[src/rtl/pipeline_pkg.sv]
// Shared pipeline definitions: forwarding select encodings and the per-stage
// shadow control record used by the hazard/forwarding logic.
package pipeline_pkg;

  localparam int REG_ADDR_W = 5;

  localparam logic [1:0] FWD_ID  = 2'b00;
  localparam logic [1:0] FWD_MEM = 2'b01;
  localparam logic [1:0] FWD_WB  = 2'b10;

  typedef struct packed {
    logic                  valid;
    logic [REG_ADDR_W-1:0] rd;
    logic                  reg_write;
    logic                  mem_read;
  } stage_ctrl_t;

  // True when a stage will write a non-x0 register that matches rs.
  function automatic logic writes_reg(stage_ctrl_t s, logic [REG_ADDR_W-1:0] rs);
    return s.valid && s.reg_write && (s.rd != '0) && (s.rd == rs);
  endfunction

endpackage

[src/rtl/fwd_select.sv]
// Forwarding source select for one EX operand; the newer EX/MEM result
// always beats the older MEM/WB result.
module fwd_select
  import pipeline_pkg::*;
(
  input  logic [REG_ADDR_W-1:0] rs,
  input  stage_ctrl_t           exmem,
  input  stage_ctrl_t           memwb,
  output logic [1:0]            sel
);

  logic unused_mem_read;
  assign unused_mem_read = &{1'b0, exmem.mem_read, memwb.mem_read};

  always_comb begin
    sel = FWD_ID;
    if (writes_reg(exmem, rs)) begin
      sel = FWD_MEM;
    end else if (writes_reg(memwb, rs)) begin
      sel = FWD_WB;
    end
  end

endmodule

[src/rtl/hazard_forward_unit.sv]
// Hazard controller for the 5-stage core: shadows ID/EX, EX/MEM and MEM/WB
// control, drives operand forwarding, load-use stalls, branch flushes and a
// saturating stall-cycle counter.
module hazard_forward_unit #(
  parameter int REG_ADDR_W = pipeline_pkg::REG_ADDR_W,
  parameter int CNT_W      = 32
) (
  input  logic                  clk,
  input  logic                  rst,
  input  logic                  id_valid,
  input  logic [REG_ADDR_W-1:0] id_rs1,
  input  logic [REG_ADDR_W-1:0] id_rs2,
  input  logic [REG_ADDR_W-1:0] id_rd,
  input  logic                  id_reg_write,
  input  logic                  id_mem_read,
  input  logic                  ex_branch_taken,
  input  logic                  mem_wait,
  output logic [1:0]            fwd_a_sel,
  output logic [1:0]            fwd_b_sel,
  output logic                  pc_write_en,
  output logic                  ifid_write_en,
  output logic                  ifid_flush,
  output logic                  idex_bubble,
  output logic [CNT_W-1:0]      stall_count
);

  import pipeline_pkg::*;

  stage_ctrl_t           idex, exmem, memwb;
  logic [REG_ADDR_W-1:0] idex_rs1, idex_rs2;
  logic                  load_use;
  logic                  stall_inc;

  fwd_select u_fwd_a (.rs(idex_rs1), .exmem(exmem), .memwb(memwb), .sel(fwd_a_sel));
  fwd_select u_fwd_b (.rs(idex_rs2), .exmem(exmem), .memwb(memwb), .sel(fwd_b_sel));

  // rs2 is compared even for instructions that do not use it; a spurious
  // match only costs a cycle.
  assign load_use = idex.valid && idex.mem_read && (idex.rd != '0) && id_valid &&
                    ((idex.rd == id_rs1) || (idex.rd == id_rs2));

  always_comb begin
    pc_write_en   = 1'b1;
    ifid_write_en = 1'b1;
    ifid_flush    = 1'b0;
    idex_bubble   = 1'b0;
    stall_inc     = 1'b0;
    if (!rst) begin
      if (mem_wait) begin
        pc_write_en   = 1'b0;
        ifid_write_en = 1'b0;
      end else if (ex_branch_taken) begin
        ifid_flush  = 1'b1;
        idex_bubble = 1'b1;
      end else if (load_use) begin
        pc_write_en   = 1'b0;
        ifid_write_en = 1'b0;
        idex_bubble   = 1'b1;
        stall_inc     = 1'b1;
      end
    end
  end

  // Shadow pipeline moves in lock-step with the datapath; mem_wait freezes it.
  always_ff @(posedge clk or posedge rst) begin
    if (rst) begin
      idex        <= '0;
      exmem       <= '0;
      memwb       <= '0;
      idex_rs1    <= '0;
      idex_rs2    <= '0;
      stall_count <= '0;
    end else if (!mem_wait) begin
      memwb <= exmem;
      exmem <= idex;
      if (idex_bubble) begin
        idex     <= '0;
        idex_rs1 <= '0;
        idex_rs2 <= '0;
      end else begin
        idex     <= '{valid:     id_valid,
                      rd:        id_rd,
                      reg_write: id_reg_write & id_valid,
                      mem_read:  id_mem_read & id_valid};
        idex_rs1 <= id_rs1;
        idex_rs2 <= id_rs2;
      end
      if (stall_inc && (stall_count != '1)) begin
        stall_count <= stall_count + CNT_W'(1);
      end
    end
  end

endmodule

[config.mk]
export PLATFORM = sky130hd
export DESIGN_NAME = hazard_forward_unit
export DESIGN_NICKNAME = d
export VERILOG_FILES = /design/src/rtl/pipeline_pkg.sv /design/src/rtl/fwd_select.sv /design/src/rtl/hazard_forward_unit.sv
export SDC_FILE = /design/constraint.sdc
export NUM_CORES = 1
export LEC_CHECK = 0
export CORE_MARGIN = 1.5
export CORE_UTILIZATION = 34
export DETAILED_ROUTE_END_ITERATION = 10
export DONT_BUFFER_PORTS = 1
export GPL_ROUTABILITY_DRIVEN = 0
export PLACE_DENSITY_LB_ADDON = 0.12
export SYNTH_ARGS = -nofsm -noshare
export SYNTH_HDL_FRONTEND = slang
export SYNTH_HIERARCHICAL = 1
export SYNTH_SLANG_ARGS = --single-unit
[constraint.sdc]
create_clock -name clk -period 2.8 [get_ports clk]
set_input_delay 0.28 -clock clk [delete_from_list [all_inputs] [get_ports clk]]
set_output_delay 0.28 -clock clk [all_outputs]
set_load 0.01 [all_outputs]
==> flow_metrics.env, run 1 <==
export IMPL_ctsRootBufferMaster="clkbuf_8"
export IMPL_reg2reg_slack_ns=0.39
export IMPL_vias=2211
export IMPL_setup_viol=0
export IMPL_port_buffers=0
export IMPL_ioPinCount=62
export IMPL_final_cell_area_sq_um=3670
export IMPL_status="finished clean"
export IMPL_cts_tree="built"
export IMPL_avgSynthCellArea_sq_um=11.2
export IMPL_critPathLaunchType="flip-flop"
export IMPL_grt_max_degree=47
export IMPL_dpl_cell_area_sq_um=3400
export IMPL_reg2reg_to="stall_count[18]$_DFFE_PP0P_"
export IMPL_nets=321
export IMPL_syn_area_sq_um=3240
export IMPL_crit_path_max_fanout=5
export IMPL_antenna_found_initial=0
export IMPL_clock_path_buffers=2
export IMPL_r2r_cells=6
export IMPL_fin_util=0.397
export IMPL_tightest_slew_ns=0.790
export IMPL_grt_pass1_wl_mm=12.3
export IMPL_wl_per_cell_microns=17.5
export IMPL_yosys_warnings=6
export IMPL_cap_viol_max_count=0
export IMPL_drtAntennaViolNets=0
export IMPL_vias_per_cell=5.12
export IMPL_die_area_sq_um=10100
export IMPL_hp_start="mem_wait"
export IMPL_peakVddDrop_mv=0.270
export IMPL_dpl_worst_slack_ns=0.370
export IMPL_initial_utilization=0.351
export IMPL_fmax_mhz=397
export IMPL_grt_usage=0.160
export IMPL_hold_depth=1
export IMPL_dp_cells=415
export IMPL_p_leak_nw=1.54
export IMPL_nFillCells=940
export IMPL_whs_endpoint="idex[7]$_DFFE_PP0N_"
export IMPL_first_pass_iters=4
export IMPL_hpwlAfterDp_mm=5.46
export IMPL_wirelength_mm=7.57
export IMPL_required_ns=2.52
export IMPL_clk_insertion_delay_late_ns=0.34
export IMPL_fin_cells=432
export IMPL_skew_ns=0.0117
export IMPL_arrival_ns=2.24
export IMPL_drtIter0Drc=77
export IMPL_slew_viol_final=0
export IMPL_row_count=35
export IMPL_fin_crit_sh=0.901
export IMPL_synth_nets=312
export IMPL_antennaDiodeCount=0
export IMPL_core_sq_um=9240
export IMPL_setup_tns_ns=0
export IMPL_cts_buffers=9
export IMPL_clkTransAtPathRegs_ns=0.07
export IMPL_h_tree_depth=3
export IMPL_rsz0062_at_grt="false"
export IMPL_crit_type="flip-flop to primary output"
export IMPL_clkSinkCount=64
export IMPL_powerDensity_nw_per_um2=629
export IMPL_hold_path_class="primary input to flip-flop"
export IMPL_die_y_microns=101
export IMPL_die_w_microns=101
export IMPL_setup_ws_ns=0.278
export IMPL_slew_headroom=0.470
export IMPL_r2r_start="stall_count[0]$_DFFE_PP0P_"
export IMPL_first_global_vias=2314
export IMPL_drive_gt1_frac=0.165
export IMPL_drc=0
export IMPL_endpoint_kind="primary output"
export IMPL_final_hold_viol_count=0
export IMPL_grt_overflow=0
export IMPL_synthCells=289
export IMPL_area_growth_pct=13.0
export IMPL_layout_min_cycle_time_ns=2.52
[critical path: stages, from the launching register on]
cell	delay, ns
dfrtp_1	0.45
or4_1	0.58
o2111ai_1	0.30
nand2b_1	0.21
nor2_1	0.06
o21ai_0	0.15
buf_4	0.17
[per-stage QoR]
stage	hold slack, ns	power, W
2_1_floorplan	0.408	0.00127
3_3_place_gp	0.192	0.00132
3_5_place_dp	0.190	0.00133
4_1_cts	0.0488	0.00234
5_1_grt	0.0576	0.00243
6_report	0.0649	0.00231
[metal layers]
metal,track usage,part of all wire,routed length [microns],vias to the layer above
met3,0.0409,0.060,454,8
met5,0,0,0,-
met1,0.215,0.46,3500,1102
met2,0.246,0.47,3520,56
met4,0.0618,0.012,93,0
li1,-,-,-,1045
[cell type report]
class                   count  area [sq um]  area share
clock inverters             6           116      0.0317
multi-input cells         209          1580       0.430
repair buffers              5          40.0      0.0109
flip-flops and latches     64          1600       0.437
inverters                   9          33.8     0.00921
well taps                 129           161      0.0440
clock buffers              10           138      0.0375
[placed cells by master (no fill, tap or decap), types with 2 or more instances in the layout]
cell,instances
nand3_1,18
clkbuf_8,10
o2111ai_1,3
nor4_1,4
buf_4,4
clkinv_4,3
nor3_1,4
nor2_1,25
xnor2_1,48
nand2_1,14
xor2_1,9
clkinv_1,4
o21ai_0,3
nand4_1,14
mux2i_1,15
mux2_2,15
nand2b_1,2
o211ai_1,2
or4_1,2
o41ai_2,2
inv_1,4
and3_1,6
bufinv_16,3
a2111oi_2,2
a22o_1,2
nor3_2,3
dfrtp_1,64
[report_power, final]
group	internal [W]	switching [W]
Combinational	0.000126	0.000101
Sequential	0.000985	0.0000953
Clock	0.000620	0.000380
Total	0.00173	0.000576
[registers in the layout, indices dropped and copies added (netlist names)]
register and count:
stall_count 32, idex_rs2 5, memwb 7, idex_rs1 5, idex 8, exmem 7
[worst max-delay path by stage]
stage	startpoint	end
after floorplan	rst	pc_write_en
after global placement	stall_count[0]$_DFFE_PP0P_	stall_count[18]$_DFFE_PP0P_
after detailed placement	stall_count[0]$_DFFE_PP0P_	stall_count[18]$_DFFE_PP0P_
after CTS	idex[3]$_DFFE_PP0N_	ifid_write_en
after global routing	idex[4]$_DFFE_PP0N_	ifid_write_en
final	idex[3]$_DFFE_PP0N_	ifid_write_en
[timing repair]
item / CTS / global route
setup buffers: 0 / 0
resized for setup: 0 / 0
endpoints found under the hold margin: 18 / 0
hold buffers: 1 / 0
Note: power is estimated with default switching activity, not from simulation.
==> run 2, diff against run 1 <==
--- a/config.mk
+++ b/config.mk
@@ -10,6 +10,7 @@
 export DETAILED_ROUTE_END_ITERATION = 10
 export DONT_BUFFER_PORTS = 1
 export GPL_ROUTABILITY_DRIVEN = 0
+export MAX_ROUTING_LAYER = met4
 export PLACE_DENSITY_LB_ADDON = 0.12
 export SYNTH_ARGS = -nofsm -noshare
 export SYNTH_HDL_FRONTEND = slang
==> flow_metrics.env, run 2 (synthesis gave the netlist of run 1 again) <==
export IMPL_port_buffers=0
export IMPL_rsz0062_at_grt="false"
export IMPL_hpwlAfterDp_mm=5.46
export IMPL_powerDensity_nw_per_um2=629
export IMPL_layout_common_cells="dfrtp_1, xnor2_1, nor2_1, nand3_1"
export IMPL_hold_path_class="primary input to flip-flop"
export IMPL_drc=0
export IMPL_wl_per_cell_microns=17.4
export IMPL_status="finished clean"
export IMPL_die_w_microns=101
export IMPL_critPathLaunchType="flip-flop"
export IMPL_vias=2206
export IMPL_row_count=35
export IMPL_grt_usage=0.164
export IMPL_core_sq_um=9240
export IMPL_top_register="stall_count"
export IMPL_antenna_found_initial=0
export IMPL_setup_tns_ns=0
export IMPL_skew_ns=0.0141
export IMPL_p_leak_nw=1.54
export IMPL_fin_crit_sh=0.899
export IMPL_wl_met3_microns=372
export IMPL_cap_viol_max_count=0
export IMPL_critical_path_top_delay_family="simple AND/OR/NAND/NOR gates"
export IMPL_initial_utilization=0.351
export IMPL_required_ns=2.52
export IMPL_cpPeakStageDelay_ns=0.57
export IMPL_cts_tree="built"
export IMPL_crit_path_max_fanout=5
export IMPL_vias_per_cell=5.11
export IMPL_cp_num_buf_inv=1
export IMPL_wl_met2_mm=3.56
export IMPL_clock_path_buffers=2
export IMPL_grt_pass1_wl_mm=12.3
export IMPL_dpl_worst_slack_ns=0.370
export IMPL_slew_viol_final=0
export IMPL_drtAntennaViolNets=0
export IMPL_grt_max_degree=47
export IMPL_clkTransAtPathRegs_ns=0.08
export IMPL_area_growth_pct=13.0
export IMPL_drive_gt1_frac=0.165
export IMPL_endpoint_kind="primary output"
export IMPL_tightest_slew_ns=0.773
export IMPL_clkSinkCount=64
export IMPL_first_global_vias=2308
export IMPL_arrival_ns=2.24
export IMPL_crit_type="flip-flop to primary output"
export IMPL_crit_path_top_delay_cell="or4_1"
export IMPL_cts_buffers=9
export IMPL_die_area_sq_um=10100
export IMPL_nets=321
export IMPL_post_cts_buffers=0
export IMPL_wirelength_mm=7.53
export IMPL_dp_cells=415
export IMPL_top_regs="stall_count (32), idex (8)"
export IMPL_final_hold_viol_count=0
export IMPL_grt_overflow=0
export IMPL_slew_headroom=0.482
export IMPL_die_y_microns=101
export IMPL_setup_ws_ns=0.284
export IMPL_layout_min_cycle_time_ns=2.52
export IMPL_final_common_cell="dfrtp_1"
export IMPL_cp_cell_sequence="or4_1 > o2111ai_1 > nand2b_1 > nor2_1 > o21ai_0 > buf_4"
export IMPL_antennaDiodeCount=0
export IMPL_ctsRootBufferMaster="clkbuf_8"
export IMPL_fin_cells=432
export IMPL_clk_insertion_delay_late_ns=0.34
export IMPL_fmax_mhz=397
export IMPL_drtIter0Drc=84
export IMPL_largest_reg_flops=32
export IMPL_h_tree_depth=3
export IMPL_first_pass_iters=4
export IMPL_top_layer="met4"
export IMPL_ioPinCount=62
export IMPL_hold_buffers=1
export IMPL_setup_viol=0
export IMPL_cts_resized=0
export IMPL_m1WireLength_mm=3.55
export IMPL_peakVddDrop_mv=0.270
## run 2: final timing paths
path	start	end	slack [ns]	depth (start not counted)
max	idex[3]$_DFFE_PP0N_	ifid_write_en	0.28	6
max in group asynchronous	rst	memwb[3]$_DFFE_PP0N_	1.42	3
max reg2reg	stall_count[0]$_DFFE_PP0P_	stall_count[18]$_DFFE_PP0P_	0.40	6
min reg2reg	idex[1]$_DFFE_PP0N_	idex[1]$_DFFE_PP0N_	0.51	1
min	id_reg_write	idex[1]$_DFFE_PP0N_	0.08	1
min in group asynchronous	rst	idex_rs2[1]$_DFFE_PP0N_	0.41	2
## run 2: cell type report
cell class | instances | area [sq um]
Clock buffer | 10 | 138
Sequential cell | 64 | 1600
Tap cell | 129 | 161
Timing Repair Buffer | 5 | 40.0
Inverter | 9 | 33.8
Multi-Input combinational cell | 209 | 1580
Clock inverter | 6 | 116
Fill cell | 940 | 5570
## run 2: per-stage QoR
| stage | hold slack [ns] | power (W) | instance area [sq um] | utilization |
|---|---|---|---|---|
| final | 0.0796 | 0.00231 | 3670 | 0.397 |
| after global routing | 0.0622 | 0.00243 | 3670 | 0.397 |
| after CTS | 0.0488 | 0.00234 | 3670 | 0.397 |
| after detailed placement | 0.190 | 0.00133 | 3400 | 0.368 |
| after global placement | 0.192 | 0.00132 | 3400 | 0.368 |
| after floorplan | 0.408 | 0.00127 | 3240 | - |
## run 2: where the power goes
group	internal (W)	switching, W	leakage [nW]
clock	0.000621	0.000380	0.127
sequential	0.000985	0.0000942	0.838
combinational	0.000126	0.000101	0.575
total	0.00173	0.000575	1.54
## run 2: routing by layer
| layer | global-route usage | up-vias |
|---|---|---|
| met5 | - | - |
| met4 | 0.0585 | 0 |
| met3 | 0.0388 | 5 |
| met2 | 0.247 | 48 |
| met1 | 0.217 | 1108 |
| li1 | - | 1045 |
